File: config.mk
export PLATFORM = sky130hd
export DESIGN_NAME = pixel_traverser
export DESIGN_NICKNAME = d
export VERILOG_FILES = /design/src/rtl/rasterizer_pkg.sv /design/src/rtl/tri_bbox.sv /design/src/rtl/pixel_traverser.sv
export SDC_FILE = /design/constraint.sdc
export NUM_CORES = 1
export LEC_CHECK = 0
export BUFFER_PORTS_ARGS = -buffer_cell sky130_fd_sc_hd__buf_2
export CAP_MARGIN = 20
export CORE_UTILIZATION = 24
export DETAILED_ROUTE_END_ITERATION = 8
export SLEW_MARGIN = 20
export SYNTH_ARGS = -nofsm -noshare
export SYNTH_HDL_FRONTEND = slang
export SYNTH_SLANG_ARGS = --single-unit
File: constraint.sdc
create_clock -name clk -period 12.35 [get_ports clk]
set_input_delay 0.6175 -clock clk [delete_from_list [all_inputs] [get_ports clk]]
set_output_delay 0.6175 -clock clk [all_outputs]
set_load 0.01 [all_outputs]
File: src/rtl/rasterizer_pkg.sv
// Shared rasterizer types: set-up triangle, emitted pixel, traverser bounding box and FSM state.
package rasterizer_pkg;

  typedef struct packed {
    logic signed [15:0] v0x, v0y, e0x, e0y, e1x, e1y;
    logic [31:0]        attr;
  } triangle_state_t;

  typedef struct packed {
    logic [15:0]     x;
    logic [15:0]     y;
    triangle_state_t triangle;
  } pixel_state_t;

  typedef struct packed {
    logic signed [16:0] min_x, max_x, min_y, max_y;
  } bbox_t;

  typedef enum logic [1:0] {IDLE, SETUP, WALK} traverser_state_e;

  function automatic logic signed [16:0] smin(input logic signed [16:0] a, input logic signed [16:0] b);
    return (a < b) ? a : b;
  endfunction

  function automatic logic signed [16:0] smax(input logic signed [16:0] a, input logic signed [16:0] b);
    return (a > b) ? a : b;
  endfunction

endpackage

File: src/rtl/tri_bbox.sv
// Combinational screen-clipped integer bounding box of a set-up triangle (3 fractional bits).
module tri_bbox
  import rasterizer_pkg::*;
#(
  parameter int WIDTH  = 320,
  parameter int HEIGHT = 240
) (
  input  triangle_state_t triangle,
  output bbox_t           bbox,
  output logic            empty
);

  localparam logic signed [16:0] X_LIM = 17'(WIDTH - 1);
  localparam logic signed [16:0] Y_LIM = 17'(HEIGHT - 1);

  logic signed [16:0] xa, xb, xc, ya, yb, yc;
  logic signed [16:0] lo_x, hi_x, lo_y, hi_y;
  logic signed [17:0] ceil_x, ceil_y;
  logic               unused_bits;

  // Ceil needs an extra bit: the widest vertex plus 7 can overflow 17 bits.
  assign unused_bits = ^{triangle.attr, ceil_x[17], ceil_y[17]};

  always_comb begin
    xa = {triangle.v0x[15], triangle.v0x};
    ya = {triangle.v0y[15], triangle.v0y};
    xb = xa + {triangle.e0x[15], triangle.e0x};
    yb = ya + {triangle.e0y[15], triangle.e0y};
    xc = xa + {triangle.e1x[15], triangle.e1x};
    yc = ya + {triangle.e1y[15], triangle.e1y};
    lo_x = smin(xa, smin(xb, xc));
    hi_x = smax(xa, smax(xb, xc));
    lo_y = smin(ya, smin(yb, yc));
    hi_y = smax(ya, smax(yb, yc));
    ceil_x = $signed({lo_x[16], lo_x} + 18'd7) >>> 3;
    ceil_y = $signed({lo_y[16], lo_y} + 18'd7) >>> 3;
    bbox       = '0;
    bbox.min_x = smax(ceil_x[16:0], 17'sd0);
    bbox.min_y = smax(ceil_y[16:0], 17'sd0);
    bbox.max_x = smin(hi_x >>> 3, X_LIM);
    bbox.max_y = smin(hi_y >>> 3, Y_LIM);
    empty = (bbox.min_x > bbox.max_x) || (bbox.min_y > bbox.max_y);
  end

endmodule

File: src/rtl/pixel_traverser.sv
// Walks the clipped bounding box of one triangle in raster order, one pixel per cycle.
// Handshake: a transfer happens on a clock edge where valid and ready are both high; valid never waits on ready, and the payload is held stable while valid is high and ready is low.
module pixel_traverser
  import rasterizer_pkg::*;
#(
  parameter int WIDTH  = 320,
  parameter int HEIGHT = 240
) (
  input  logic             clk,
  input  logic             rst,
  input  triangle_state_t  in_triangle,
  input  logic             in_valid,
  output logic             in_ready,
  output pixel_state_t     out_pixel,
  output logic             out_valid,
  input  logic             out_ready,
  output logic             busy,
  output traverser_state_e dbg_state
);

  traverser_state_e state_q, state_d;
  triangle_state_t  tri_q, tri_d;
  bbox_t            bbox_q, bbox_d;
  logic [15:0]      cur_x_q, cur_x_d, cur_y_q, cur_y_d;
  logic             out_valid_q, out_valid_d;
  bbox_t            setup_bbox;
  logic             setup_empty;
  logic             unused_bits;

  tri_bbox #(.WIDTH(WIDTH), .HEIGHT(HEIGHT)) u_tri_bbox (
    .triangle (tri_q),
    .bbox     (setup_bbox),
    .empty    (setup_empty)
  );

  // Clipped minima are never negative, so their sign bit carries nothing.
  assign unused_bits = ^{bbox_q.min_x[16], bbox_q.min_y[16]};

  always_comb begin
    state_d     = state_q;
    tri_d       = tri_q;
    bbox_d      = bbox_q;
    cur_x_d     = cur_x_q;
    cur_y_d     = cur_y_q;
    out_valid_d = out_valid_q;
    case (state_q)
      IDLE: begin
        if (in_valid) begin
          tri_d   = in_triangle;
          state_d = SETUP;
        end
      end
      SETUP: begin
        bbox_d = setup_bbox;
        if (setup_empty) begin
          state_d = IDLE;
        end else begin
          cur_x_d     = setup_bbox.min_x[15:0];
          cur_y_d     = setup_bbox.min_y[15:0];
          out_valid_d = 1'b1;
          state_d     = WALK;
        end
      end
      WALK: begin
        if (out_ready) begin
          if ($signed({1'b0, cur_x_q}) < bbox_q.max_x) begin
            cur_x_d = cur_x_q + 16'd1;
          end else if ($signed({1'b0, cur_y_q}) < bbox_q.max_y) begin
            cur_x_d = bbox_q.min_x[15:0];
            cur_y_d = cur_y_q + 16'd1;
          end else begin
            out_valid_d = 1'b0;
            state_d     = IDLE;
          end
        end
      end
      default: begin
        out_valid_d = 1'b0;
        state_d     = IDLE;
      end
    endcase
  end

  always_ff @(posedge clk or posedge rst) begin
    if (rst) begin
      state_q     <= IDLE;
      tri_q       <= '0;
      bbox_q      <= '0;
      cur_x_q     <= '0;
      cur_y_q     <= '0;
      out_valid_q <= 1'b0;
    end else begin
      state_q     <= state_d;
      tri_q       <= tri_d;
      bbox_q      <= bbox_d;
      cur_x_q     <= cur_x_d;
      cur_y_q     <= cur_y_d;
      out_valid_q <= out_valid_d;
    end
  end

  assign in_ready  = (state_q == IDLE) && !rst;
  assign busy      = (state_q != IDLE);
  assign out_valid = out_valid_q;
  assign out_pixel = {cur_x_q, cur_y_q, tri_q};
  assign dbg_state = state_q;

endmodule

# Word level (Yosys, flattened, before mapping)
# Cells that the tools add are included.
# totals
ff_bits,213
latchBits,0
ramBits,0
romBits,0
inputBits,132
output_inout_bits,165
elab_cells,92
mem_count,0
# classes
n_addsub,8
n_mul,0
div,0
magnitude_cmp,16
n_eq_ne,9
shifts,0
muxes,33
bitwise_logic,1
n_reduce_logical,11
# op_table
op,count
two-way mux 17 bit,12
two-way mux 16 bit,8
adder 16 x 16 -> 17 bit,4
greater-than comparator 17 bit,4
< comparator 17 bit,4
one-hot mux 16 bit (2 select lines),2
adder 17 x 4 -> 18 bit (second input constant),2
greater-than comparator 16 x 17 -> 1 bit,2
< comparator 16 x 17 -> 1 bit,2
adder 16 x 1 -> 16 bit (second input constant),2
greater-than comparator 15 x 1 -> 1 bit (second input constant),2
< comparator 14 x 10 -> 1 bit (second input constant),1
< comparator 14 x 9 -> 1 bit (second input constant),1
!= test 2 bit (second input constant),6
two-way mux 2 bit,5
AND reduction 5 bit,2
AND reduction 4 bit,2
one-hot mux 2 bit (3 select lines),1
two-way mux 1 bit,4
nonzero test 2 bit,2
!= test 3 bit (second input constant),1
one-hot mux 1 bit (3 select lines),1
== test 2 x 1 -> 1 bit (second input constant),1
== test 2 bit (second input constant),1
other kinds (6),6

# Longest topological paths before layout
# depth
word_depth,12
depth_mapped,61
mapped_depth_nobuf,54

# Modules after synthesis
# A second synthesis with hierarchy kept.
# hier_totals
hier_cells,2037
hier_area_um2,18736.7
# modules_own_cells
module,instances,cells_per_inst,area_per_inst_um2,seq_area_each_um2
pixel_traverser,1,831,9831.9,5330.1
tri_bbox,1,1206,8904.8,0.0

# Worst setup path after synthesis
# No wires, ideal clock.
# synth_path
path_kind,register to register
startpoint,"reg tri_q, in the netlist out_pixel[96]"
endpoint,reg cur_x_q[2]
setup_ns,0.066
arrival_time_ns,11.287
required_ns,12.284
path_slack_ns,0.997
stages_incl_launch_ff,60
n_path_buf,7
period_less_slack_ns,11.353
cell_sequence,dfrtp_1 ha_1 inv_1 fa_1 nand2b_1 a211oi_1 o21ai_0 a21oi_1 o21a_1 o21a_1 o21ai_0 a31oi_1 inv_1 ha_1 clkbuf_1 nand2b_1 a21o_1 nor2_1 (+24 left out) clkbuf_1 nor2b_1 ha_1 nor2b_1 o21a_1 o21a_1 o21ai_0 nand2b_1 a21oi_1 nor2b_1 o21bai_1 a31oi_1 a21oi_1 o211ai_1 clkbuf_1 nor2_1 clkbuf_1 a221o_1
# synth_via
elab_chain_len,12
elab_cells_between_ends,19
cone_classes,add/sub: 3; order compare: 7; eq/ne: 1; mux: 6; reduce/logical: 2
# synth_lines
element,line_no,source
"start, declared",pixel_traverser.sv:22,"triangle_state_t tri_q, tri_d;"
"start signal, assigned",pixel_traverser.sv:94,tri_q <= tri_d;
adder 16 x 16 -> 17 bit (on tied branches),"tri_bbox.sv:28, tri_bbox.sv:30",
< comparator 17 bit,rasterizer_pkg.sv:22,return (a < b) ? a : b;
two-way mux 17 bit,rasterizer_pkg.sv:22,
< comparator 16 x 17 -> 1 bit,rasterizer_pkg.sv:22,
two-way mux 17 bit,rasterizer_pkg.sv:22,
adder 17 x 4 -> 18 bit,tri_bbox.sv:36,"ceil_y = $signed({lo_y[16], lo_y} + 18'd7) >>> 3;"
greater-than comparator 15 x 1 -> 1 bit,rasterizer_pkg.sv:26,return (a > b) ? a : b;
two-way mux 17 bit,rasterizer_pkg.sv:26,
greater-than comparator 17 bit *,tri_bbox.sv:42,empty = (bbox.min_x > bbox.max_x) || (bbox.min_y > bbox.max_y);
logical OR 1 bit *,tri_bbox.sv:42,
!= test 2 bit (no line) *,-,
AND reduction 4 bit (no line) *,-,
"end signal, assigned",pixel_traverser.sv:96,cur_x_q <= cur_x_d;
"end, declared",pixel_traverser.sv:24,"logic [15:0] cur_x_q, cur_x_d, cur_y_q, cur_y_d;"
# Every way passes the cells marked *; elsewhere a longest branch is shown, timed or not.
# A chain may end at the register's enable or synchronous reset.

==> flow_summary_export.csv <==
group,metric,value,unit
clock_tree,cts_root_buffer,"clkbuf_16",
setup_path,critical_path_class,"reg -> reg",
setup_path,start_kind,"register",
clock_tree,hold_buffers,0,
synthesis,synth.avg_cell_area,8.838,um^2
synthesis,synth_nets,2430,
synthesis,synth_cell_types,84,
drt,drc,0,
grt,grt_pass1_wl,97530,um
setup_path,critPathMaxFanout,21,
clock_tree,ctsLongestPathBuffers,3,
synthesis,synth_area,18300,um^2
hold_path,hold_path_class,"in -> async",
synthesis,ys_warn_count,0,
synthesis,ys_seq_area_frac,0.2817,
setup_path,crit_path_max_incr_delay,0.56,ns
layout,drive_gt1_frac,0.2422,
setup_path,crit_arrival,11.96,ns
floorplan,die_w,278.2,um
drt,drtPass1Iterations,6,
outcome,outcome,"finished clean",
synthesis,synthCells,2071,
clock_tree,insertion_delay,0.58,ns
setup_path,crit_required,12.79,ns
setup_path,regToRegSetupSlack,0.83,ns
synthesis,synth_flop_cell,"dfrtp_1",
clock_tree,h-tree-depth,1,
floorplan,num_rows,100,
drt,wirelength,62930,um
drt,drt-initial-drc-count,1160,
drt,vias_per_cell,5.086,
place,place.gp.congestion,0.9540,
layout,syn2layout_area_growth,20.84,%
floorplan,start_util,0.2442,
grt,antenna_found_initial,2,
synthesis,synth_edf_count,0,
sta,rsz0062_at_grt,"no",
sta,skew,0.01479,ns
drt,wl_per_cell,18.75,um
sta,min_period,11.52,ns
place,post-dp-hpwl,49520,um
sta,max_freq,0.08683,GHz
clock_tree,cts_buffers,29,
clock_tree,clock_sinks,206,
clock_tree,cts_tree,"built",
sta,worstMarginPinSlew,1.105,ns
floorplan,die_area,77370,um^2
setup_path,rr_worst_depth,48,
drt,vias,17070,
floorplan,io_pins,297,
floorplan,fp.dieH,278.2,um
sta,final_max_slew_viol_count,0,
sta,relSlewSlack,0.2608,
setup_path,end_kind,"register",
job,drv_cap,0,
synthesis,synth_async_sr_flop_share,1.000,
synthesis,ys_seq_elements,206,
sta,setup_viol,0,
grt,grt_max_degree,90,
grt,grt-ovfl-total,0,
drt,drtAntennaViolNets,0,
sta,fin_crit_sh,0.9325,
layout,fin_nets,2723,
floorplan,core_area,74950,um^2
grt,grt_pass1_vias,16460,
grt,track_usage,0.1585,
setup_path,crit_path_top_delay_cell,"or4b_1",
sta,hold_viol,0,
sta,setup_tns,0,ns
place,portBuffers,296,
sta,hold_slack,0.07232,ns
clock_tree,cts.clk_slew.worst_paths,0.06,ns
## sequential cells by signal, summed over array words and instances, names as in the netlist
register	count
out_pixel	128
bbox_q	43
cur_x_q	16
cur_y_q	16
dbg_state	2
out_valid	1
## final timing paths
path	from	endpoint
worst max register to register	out_pixel[112]	cur_y_q[6]
min in group clk	in_triangle[96]	out_pixel[96]
worst max-delay path	out_pixel[112]	cur_y_q[6]
worst min register to register	bbox_q[36]	bbox_q[36]
worst min-delay path	rst	out_pixel[19]
max in group asynchronous	rst	out_pixel[88]
## synthesized netlist by cell type (22+ instances only)
cell / n / area (um^2)
a21o_1: 53 / 397.9
a21oi_1: 145 / 725.7
clkbuf_1: 54 / 202.7
dfrtp_1: 206 / 5155
ha_1: 223 / 2790
inv_1: 132 / 495.5
mux2_2: 136 / 1531
mux2i_1: 52 / 520.5
nand2_1: 157 / 589.3
nand2b_1: 28 / 175.2
nand3_1: 42 / 210.2
nand4_1: 37 / 231.5
nor2_1: 132 / 495.5
nor2b_1: 32 / 200.2
nor3_1: 46 / 230.2
o21a_1: 33 / 247.7
o21ai_0: 137 / 685.7
o31ai_1: 27 / 202.7
or2_2: 22 / 137.6
xnor2_1: 65 / 569.3
xor2_1: 26 / 227.7
## cell families after synthesis
group,synth area share
mux,0.1121
other cells,0.0002049
simple gates,0.1572
flops,0.2817
fa+ha+maj,0.1574
buf+inv,0.04252
xor+xnor,0.04444
compound gates,0.2045
## area by class of cell
cell class	count	area (um^2)
fillers	7983	52830
multi-input cells	1661	12460
flip-flops and latches	206	5156
repair buffers	333	1767
well taps	969	1212
clock buffers	36	782.0
inverters	133	506.7
clock inverters	17	235.2
diodes	1	2.502
## repair_timing
| item | in CTS | in global routing |
|---|---|---|
| gates resized for setup | 0 | 15 |
| setup endpoints to repair | 0 | 34 |
| setup buffers | 0 | 5 |
## cell usage in the layout (no fill, tap or decap), types with 7 or more instances in the layout
cell / count
nand2_1: 156
a211o_1: 8
ha_1: 223
o21bai_1: 15
nand3_1: 42
or4_1: 9
and3_1: 18
nor4_1: 17
o211ai_1: 12
or3_1: 11
nor3_1: 46
o31ai_1: 25
o21ai_1: 9
o21ai_0: 134
nand4_1: 37
a31oi_1: 18
inv_1: 131
nor2b_1: 32
a221o_1: 7
clkbuf_16: 29
nor2_1: 131
and2_1: 9
o311ai_0: 7
a211oi_1: 18
xor2_1: 26
or2_2: 22
o21a_1: 33
a21o_1: 52
buf_2: 296
xnor2_1: 65
buf_4: 35
mux2i_1: 52
mux2_2: 136
a21oi_1: 145
dfrtp_1: 205
nand2b_1: 28
## through the flow
stage,instances,instance area (um^2),utilization,setup slack (ns)
floorplan,2071,18300,-,0.9970
global placement,3295,21000,0.2801,0.6407
detailed placement,3296,21010,0.2803,0.4018
CTS,3349,22020,0.2939,0.3517
global route,3355,22120,0.2951,0.02583
finish,3356,22120,0.2951,0.8338
## critical path: cells and delay by family (launching register included)
kind | cells | cell delay, ns
flops | 1 | 0.45
mux | 2 | 0.57
simple gates | 11 | 2.77
compound gates | 27 | 5.58
buf+inv | 2 | 0.26
xor+xnor | 1 | 0.19
fa+ha+maj | 5 | 1.58
## metal layers
layer	wire [um]	global-route usage
met4	1925	0.04887
met1	29780	0.2240
met3	4004	0.02594
met2	27190	0.2449
met5	27	0
Power is left out: the tool's default activity adds up to more than one toggle a clock period on the data nets, which glitch-free logic cannot reach.
